**config.mk**
```make
export PLATFORM = sky130hd
export DESIGN_NAME = axi_4_lite_mst
export DESIGN_NICKNAME = d
export VERILOG_FILES = /design/src/rtl/axi_4_lite_mst_pkg.sv /design/src/rtl/axi_4_lite_mst_ch.sv /design/src/rtl/axi_4_lite_mst.sv
export SDC_FILE = /design/constraint.sdc
export NUM_CORES = 1
export LEC_CHECK = 0
export CAP_MARGIN = 10
export CORE_ASPECT_RATIO = 0.8
export CORE_MARGIN = 5
export CORE_UTILIZATION = 37
export CTS_CLUSTER_DIAMETER = 30
export CTS_CLUSTER_SIZE = 14
export DETAILED_ROUTE_END_ITERATION = 10
export GPL_TIMING_DRIVEN = 0
export PLACE_DENSITY_LB_ADDON = 0.12
export SYNTH_ARGS = -nofsm -noshare
export SYNTH_HDL_FRONTEND = slang
export SYNTH_SLANG_ARGS = --single-unit
```
**constraint.sdc**
```tcl
create_clock -name M_AXI_ACLK -period 1.5 [get_ports M_AXI_ACLK]
set_input_delay 0.15 -clock M_AXI_ACLK [delete_from_list [all_inputs] [get_ports M_AXI_ACLK]]
set_output_delay 0.15 -clock M_AXI_ACLK [all_outputs]
set_load 0.1 [all_outputs]
```
**src/rtl/axi_4_lite_mst_pkg.sv**
```systemverilog
// Shared widths, AXI response codes and master FSM encodings for axi_4_lite_mst.
// Width/response macros keep their configuration-header names and may be predefined by the build.
`ifndef C_AXI_ADDR_WIDTH
`define C_AXI_ADDR_WIDTH 32
`endif
`ifndef C_AXI_DATA_WIDTH
`define C_AXI_DATA_WIDTH 32
`endif
`ifndef C_AXI_STROBE_WIDTH
`define C_AXI_STROBE_WIDTH (`C_AXI_DATA_WIDTH/8)
`endif
`ifndef AXI_RESP_OKAY
`define AXI_RESP_OKAY 2'b00
`endif
`ifndef AXI_RESP_SLVERR
`define AXI_RESP_SLVERR 2'b10
`endif
`ifndef AXI_RESP_DECERR
`define AXI_RESP_DECERR 2'b11
`endif

package axi_4_lite_mst_pkg;

  localparam int AXI_ADDR_WIDTH = `C_AXI_ADDR_WIDTH;
  localparam int AXI_DATA_WIDTH = `C_AXI_DATA_WIDTH;
  localparam int AXI_STRB_WIDTH = `C_AXI_STROBE_WIDTH;

  localparam logic [1:0] RESP_OKAY   = `AXI_RESP_OKAY;
  localparam logic [1:0] RESP_SLVERR = `AXI_RESP_SLVERR;
  localparam logic [1:0] RESP_DECERR = `AXI_RESP_DECERR;

  typedef enum logic [2:0] {
    MST_IDLE    = 3'd0,
    MST_WR      = 3'd1,
    MST_WR_RESP = 3'd2,
    MST_RD_ADDR = 3'd3,
    MST_RD_DATA = 3'd4,
    MST_RSP     = 3'd5
  } mst_state_e;

  function automatic logic resp_is_err(input logic [1:0] resp);
    return resp != RESP_OKAY;
  endfunction

endpackage

```
**src/rtl/axi_4_lite_mst_ch.sv**
```systemverilog
// VALID-hold register for one AXI request channel (AW, W or AR): raised by start,
// held until the handshake, with a sticky flag so split AW/W handshakes can be joined.
module axi_4_lite_mst_ch (
  input  logic clk,
  input  logic rst_n,
  input  logic start,
  input  logic ready,
  output logic valid,
  output logic complete
);

  logic done_q;

  always_ff @(posedge clk) begin
    if (!rst_n) begin
      valid  <= 1'b0;
      done_q <= 1'b0;
    end else if (start) begin
      valid  <= 1'b1;
      done_q <= 1'b0;
    end else if (valid && ready) begin
      valid  <= 1'b0;
      done_q <= 1'b1;
    end
  end

  // Complete in the handshake cycle itself so the FSM advances without an extra bubble.
  assign complete = done_q | (valid & ready);

endmodule

```
**src/rtl/axi_4_lite_mst.sv**
```systemverilog
// AXI4-Lite master: one command in, one single-beat AXI transaction, one response out.
// Optional debug counters are enabled with the AXI_4_LITE_MST_DEBUG_EN macro.
//
// state       | meaning
// IDLE        | CMD_READY high, waiting for a command
// WR          | AW and W outstanding, tracked independently
// WR_RESP     | BREADY high, waiting for BVALID
// RD_ADDR     | ARVALID held until ARREADY
// RD_DATA     | RREADY high, waiting for RVALID
// RSP         | RSP_VALID high until RSP_READY
module axi_4_lite_mst
  import axi_4_lite_mst_pkg::*;
#(
  parameter int ADDR_WIDTH = AXI_ADDR_WIDTH,
  parameter int DATA_WIDTH = AXI_DATA_WIDTH,
  parameter int STRB_WIDTH = AXI_STRB_WIDTH
`ifdef AXI_4_LITE_MST_DEBUG_EN
  , parameter int DEB_CNT_WIDTH = 16
`endif
) (
  input  logic                  M_AXI_ACLK,
  input  logic                  M_AXI_ARESETN,
  input  logic                  CMD_VALID,
  output logic                  CMD_READY,
  input  logic                  CMD_WRITE,
  input  logic [ADDR_WIDTH-1:0] CMD_ADDR,
  input  logic [DATA_WIDTH-1:0] CMD_WDATA,
  input  logic [STRB_WIDTH-1:0] CMD_WSTRB,
  output logic                  RSP_VALID,
  input  logic                  RSP_READY,
  output logic [DATA_WIDTH-1:0] RSP_RDATA,
  output logic [1:0]            RSP_RESP,
  output logic                  M_AXI_AWVALID,
  input  logic                  M_AXI_AWREADY,
  output logic [ADDR_WIDTH-1:0] M_AXI_AWADDR,
  output logic [2:0]            M_AXI_AWPROT,
  output logic                  M_AXI_WVALID,
  input  logic                  M_AXI_WREADY,
  output logic [DATA_WIDTH-1:0] M_AXI_WDATA,
  output logic [STRB_WIDTH-1:0] M_AXI_WSTRB,
  input  logic                  M_AXI_BVALID,
  output logic                  M_AXI_BREADY,
  input  logic [1:0]            M_AXI_BRESP,
  output logic                  M_AXI_ARVALID,
  input  logic                  M_AXI_ARREADY,
  output logic [ADDR_WIDTH-1:0] M_AXI_ARADDR,
  output logic [2:0]            M_AXI_ARPROT,
  input  logic                  M_AXI_RVALID,
  output logic                  M_AXI_RREADY,
  input  logic [DATA_WIDTH-1:0] M_AXI_RDATA,
  input  logic [1:0]            M_AXI_RRESP
`ifdef AXI_4_LITE_MST_DEBUG_EN
  , output logic [DEB_CNT_WIDTH-1:0] DEB_WR_COUNT
  , output logic [DEB_CNT_WIDTH-1:0] DEB_RD_COUNT
  , output logic [DEB_CNT_WIDTH-1:0] DEB_ERR_COUNT
`endif
);

  mst_state_e state_q, state_d;

  logic [ADDR_WIDTH-1:0] addr_q;
  logic [DATA_WIDTH-1:0] wdata_q;
  logic [STRB_WIDTH-1:0] wstrb_q;
  logic [DATA_WIDTH-1:0] rdata_q;
  logic [1:0]            resp_q;

  logic accept, wr_start, rd_start, b_hs, r_hs;
  logic aw_complete, w_complete, ar_complete;

  assign accept   = CMD_VALID & CMD_READY;
  assign wr_start = accept & CMD_WRITE;
  assign rd_start = accept & ~CMD_WRITE;
  assign b_hs     = M_AXI_BVALID & M_AXI_BREADY;
  assign r_hs     = M_AXI_RVALID & M_AXI_RREADY;

  axi_4_lite_mst_ch u_aw (
    .clk(M_AXI_ACLK), .rst_n(M_AXI_ARESETN), .start(wr_start),
    .ready(M_AXI_AWREADY), .valid(M_AXI_AWVALID), .complete(aw_complete)
  );

  axi_4_lite_mst_ch u_w (
    .clk(M_AXI_ACLK), .rst_n(M_AXI_ARESETN), .start(wr_start),
    .ready(M_AXI_WREADY), .valid(M_AXI_WVALID), .complete(w_complete)
  );

  axi_4_lite_mst_ch u_ar (
    .clk(M_AXI_ACLK), .rst_n(M_AXI_ARESETN), .start(rd_start),
    .ready(M_AXI_ARREADY), .valid(M_AXI_ARVALID), .complete(ar_complete)
  );

  always_ff @(posedge M_AXI_ACLK) begin
    if (!M_AXI_ARESETN) state_q <= MST_IDLE;
    else                state_q <= state_d;
  end

  always_comb begin
    state_d      = state_q;
    CMD_READY    = 1'b0;
    M_AXI_BREADY = 1'b0;
    M_AXI_RREADY = 1'b0;
    RSP_VALID    = 1'b0;
    case (state_q)
      MST_IDLE: begin
        // Held low while reset is asserted so only the released master advertises ready.
        CMD_READY = M_AXI_ARESETN;
        if (CMD_VALID && M_AXI_ARESETN) state_d = CMD_WRITE ? MST_WR : MST_RD_ADDR;
      end
      MST_WR:      if (aw_complete && w_complete) state_d = MST_WR_RESP;
      MST_WR_RESP: begin
        M_AXI_BREADY = 1'b1;
        if (M_AXI_BVALID) state_d = MST_RSP;
      end
      MST_RD_ADDR: if (ar_complete) state_d = MST_RD_DATA;
      MST_RD_DATA: begin
        M_AXI_RREADY = 1'b1;
        if (M_AXI_RVALID) state_d = MST_RSP;
      end
      MST_RSP: begin
        RSP_VALID = 1'b1;
        if (RSP_READY) state_d = MST_IDLE;
      end
      default: state_d = MST_IDLE;
    endcase
  end

  always_ff @(posedge M_AXI_ACLK) begin
    if (!M_AXI_ARESETN) begin
      addr_q  <= '0;
      wdata_q <= '0;
      wstrb_q <= '0;
      rdata_q <= '0;
      resp_q  <= '0;
    end else begin
      if (accept) begin
        addr_q  <= CMD_ADDR;
        wdata_q <= CMD_WDATA;
        wstrb_q <= CMD_WSTRB;
      end
      if (b_hs) begin
        rdata_q <= '0;
        resp_q  <= M_AXI_BRESP;
      end else if (r_hs) begin
        rdata_q <= M_AXI_RDATA;
        resp_q  <= M_AXI_RRESP;
      end
    end
  end

  assign M_AXI_AWADDR = addr_q;
  assign M_AXI_ARADDR = addr_q;
  assign M_AXI_WDATA  = wdata_q;
  assign M_AXI_WSTRB  = wstrb_q;
  assign M_AXI_AWPROT = 3'b000;
  assign M_AXI_ARPROT = 3'b000;
  assign RSP_RDATA    = rdata_q;
  assign RSP_RESP     = resp_q;

`ifdef AXI_4_LITE_MST_DEBUG_EN
  always_ff @(posedge M_AXI_ACLK) begin
    if (!M_AXI_ARESETN) begin
      DEB_WR_COUNT  <= '0;
      DEB_RD_COUNT  <= '0;
      DEB_ERR_COUNT <= '0;
    end else begin
      if (b_hs) DEB_WR_COUNT <= DEB_WR_COUNT + DEB_CNT_WIDTH'(1);
      if (r_hs) DEB_RD_COUNT <= DEB_RD_COUNT + DEB_CNT_WIDTH'(1);
      if ((b_hs && resp_is_err(M_AXI_BRESP)) || (r_hs && resp_is_err(M_AXI_RRESP)))
        DEB_ERR_COUNT <= DEB_ERR_COUNT + DEB_CNT_WIDTH'(1);
    end
  end
`else
  // Debug counters are not built in this configuration.
`endif

endmodule

```
==> flow_summary.ini <==
[outcome]
run_status = finished clean

[yosys]
synth.top_cells.by_area = dfxtp_1 52%, nand2_1 19%, nand3_1 8.3%
yosys_warnings = 0
synthesis.area_um2 = 4268
share_of_the_synthesized_area_in_the_top_cell_type_pct = 52.07
syn_avg_cell_area_um2 = 7.889
yosys_register_bits = 111
post_synth_inst_count = 541
synth_cell_type_count = 29
synth_top_cell_by_area = dfxtp_1
synth_seq_area_share_pct = 52.07

[timing]
maxClockFrequency_mhz = 670.9
timing.final.crit_period_ns = 1.491
finalClockSkew_ns = 0.004514
report.final.hold_viol_count = 0
min_period_over_period_pct = 99.37
timing.final.setup_violations = 0
finalHoldWorstSlack_ns = 0.3302
grt_setup_unrepaired = true
drv_slew = 0
max_slew_headroom_pct = 61.65
tightest_pin_transition_ns = 0.5779

[clock_tree]
number_of_buffers_added_to_fix_hold_violations_after_cts = 0
cts_htree_levels = 3
cts-root-buf = clkbuf_16
ctsLongestPathBuffers = 2
worstSkewPairLatency_ns = 0.34
cts_tree = done
cts_num_sinks = 111
cts.clk_slew.worst_paths_ns = 0.07
cts_buffers = 9

[final_layout]
mostFrequentLayoutCells = 209 x nand2_1, 113 x clkdlybuf4s50_1, 105 x clkdlybuf4s15_2, 76 x dfxtp_1, 63 x nand3_1
stdcell_count = 975
antenna_cells_inserted = 0
layout-drive-gt1-share_pct = 34.82
finalNetCount = 936
area.growth.synth_to_final_pct = 81.91
layout.cells.most_common = nand2_1

[pwr]
worst_ir_drop_vdd_mv = 0.9074
netSwitchingPower_uw = 7806
cell_internal_pwr_uw = 6858
p_clk_share_pct = 15.5
power.share.switching_pct = 53.23
power.density_cell_area_nw_per_um2 = 1889
power_frac_seq_pct = 26.4
power.static_leakage_uw = 0.003315
p_comb_share_pct = 58.1

[die]
dieHeight_um = 106.1
design.die.area_um2 = 13800
chipWidth_um = 130.1
num_rows = 35
core_area_um2 = 11390
ios = 261
initial_cell_density_of_the_core_pct = 37.48

[global_routing]
grt_pass1_wl_mm = 21.65
antenna_found_initial = 0
grt_max_degree = 18
number_of_global_route_vias_before_repair = 4324
globalRouteTotalUtil_pct = 19.75
overflow = 0

[routing]
per_cell_via_count_in_the_routed_design = 4.625
via_count = 4509
wirelength_mm = 14.38
drt-initial-drc-count = 232
first_pass_iters = 5
detail_route.wl_per_cell_um = 14.75
antenna_left = 0
remaining_drc_errors = 0

[min_path]
holdCritPathClass = input pin to flop
holdPathEnd = M_AXI_ARADDR[28]
timing.hold.worst_path_depth = 3
hold_start = CMD_ADDR[28]

[worst_setup_path]
timing.reg2reg.worst_path_depth = 5
worst-endpoint-required_ns = 1.35
worst_setup_path_end_kind = primary output
rrSetupSlack_ns = 0.009
reg2reg_from = state_q[0]
crit_path_start_kind = flop
critPathArrivalTime_ns = 1.34
criticalPathCategory = flop to primary output
worst_r2r_endpoint = state_q[0]
critical_path.max_fanout = 5

[placed_design]
place.detailed.instances = 948
hpwl_mm = 11.06
rd_place_congestion = 0.7693
numPortBuffers = 254

[job]
max_cap_violations = 0
-- sequential cells by signal (all words and copies together), names as in the netlist --
register,count
M_AXI_ARADDR,32
M_AXI_WDATA,32
M_AXI_WSTRB,4
RSP_RDATA,32
RSP_RESP,2
state_q,3
u_ar.done_q,1
u_ar.valid,1
u_aw.done_q,1
u_aw.valid,1
u_w.done_q,1
u_w.valid,1
-- power groups by stage --
stage	clock network (uW)	logic, uW	registers [uW]
CTS	2350	8470	3880
detailed placement	0	8440	3930
floorplan	0	3110	7250
global route	2490	8830	3940
finish	2270	8520	3880
global placement	0	8390	3890
-- cell usage after synthesis --
| cell type | instances |
|---|---|
| inv_1 | 2 |
| conb_1 | 1 |
| and2_1 | 1 |
| nor4b_2 | 1 |
| a22oi_1 | 2 |
| a222oi_1 | 1 |
| a21boi_0 | 4 |
| nor2_1 | 5 |
| o211ai_1 | 1 |
| and4bb_2 | 1 |
| o22ai_1 | 1 |
| buf_1 | 6 |
| o311ai_1 | 1 |
| nand3b_1 | 2 |
| clkbuf_1 | 16 |
| buf_2 | 11 |
| a21oi_1 | 36 |
| o21ai_0 | 1 |
| and3b_1 | 2 |
| o21ai_1 | 1 |
| buf_6 | 1 |
| nand2b_1 | 4 |
| nand3_1 | 71 |
| buf_4 | 41 |
| nor3b_1 | 3 |
| nand2_1 | 211 |
| mux2i_1 | 2 |
| dfxtp_1 | 111 |
| nor4bb_1 | 1 |
-- how the worst max path moves through the flow --
| stage | start | slack [ns] | endpoint |
|---|---|---|---|
| after detailed placement | M_AXI_ARESETN | -0.84 | CMD_READY |
| after CTS | state_q[1] | -0.04 | CMD_READY |
| final | state_q[1] | 0.009 | RSP_VALID |
| after global routing | state_q[0] | -0.12 | RSP_RDATA[11] |
| after floorplan | state_q[1] | -0.77 | M_AXI_WDATA[10] |
| after global placement | M_AXI_ARESETN | -0.82 | CMD_READY |
-- through the flow --
stage | power, uW | setup TNS, ns | setup slack (ns) | area (um2) | utilization [%]
after detailed placement | 12370 | -58.65 | -0.8409 | 7186 | 63.11
after global routing | 15260 | -2.246 | -0.1193 | 7764 | 68.19
after global placement | 12280 | -53.59 | -0.8210 | 7186 | 63.11
after floorplan | 10360 | -75.70 | -0.7683 | 4458 | -
final | 14660 | 0 | 0.009452 | 7764 | 68.19
after CTS | 14690 | -0.1077 | -0.04202 | 7784 | 68.36
-- final cells by class --
| type | count | area [um2] |
|---|---|---|
| inverter | 2 | 7.507 |
| sequential | 111 | 2273 |
| clock inverter | 4 | 28.78 |
| tap | 148 | 185.2 |
| fill | 929 | 3622 |
| buffer | 74 | 589.3 |
| timing repair buffer | 266 | 2719 |
| clock buffer | 12 | 256.5 |
| multi-input combinational | 358 | 1704 |
-- kinds of logic after synthesis --
logic type | count (synthesis) | share of synthesized area [%]
buffers and inverters | 77 | 10.88
and+or+nand+nor | 302 | 30.23
AOI/OAI and AO/OA | 48 | 6.274
other | 1 | 0.08787
muxes | 2 | 0.4691
DFF | 111 | 52.07
-- worst max-delay path, stage by stage, from the launching register on --
cell	delay, ns
dfxtp_4	0.36
buf_6	0.13
and3b_2	0.24
buf_6	0.10
buf_12	0.16
-- metal layers --
metal | vias up | GRT usage [%] | wire (um)
met2 | 170 | 33.78 | 7042
li1 | 2266 | - | -
met5 | - | 0 | 0
met4 | 0 | 6.677 | 298
met3 | 22 | 8.187 | 1521
met1 | 2051 | 22.02 | 5515
-- timing repair --
item,in CTS,in global routing
hold endpoints to repair,0,0
setup buffers,7,2
pin swaps,5,4
setup endpoints to repair,206,136
gates resized for setup,478,75
gates cloned,2,1
No activity file was read; power rests on OpenSTA's default activity.
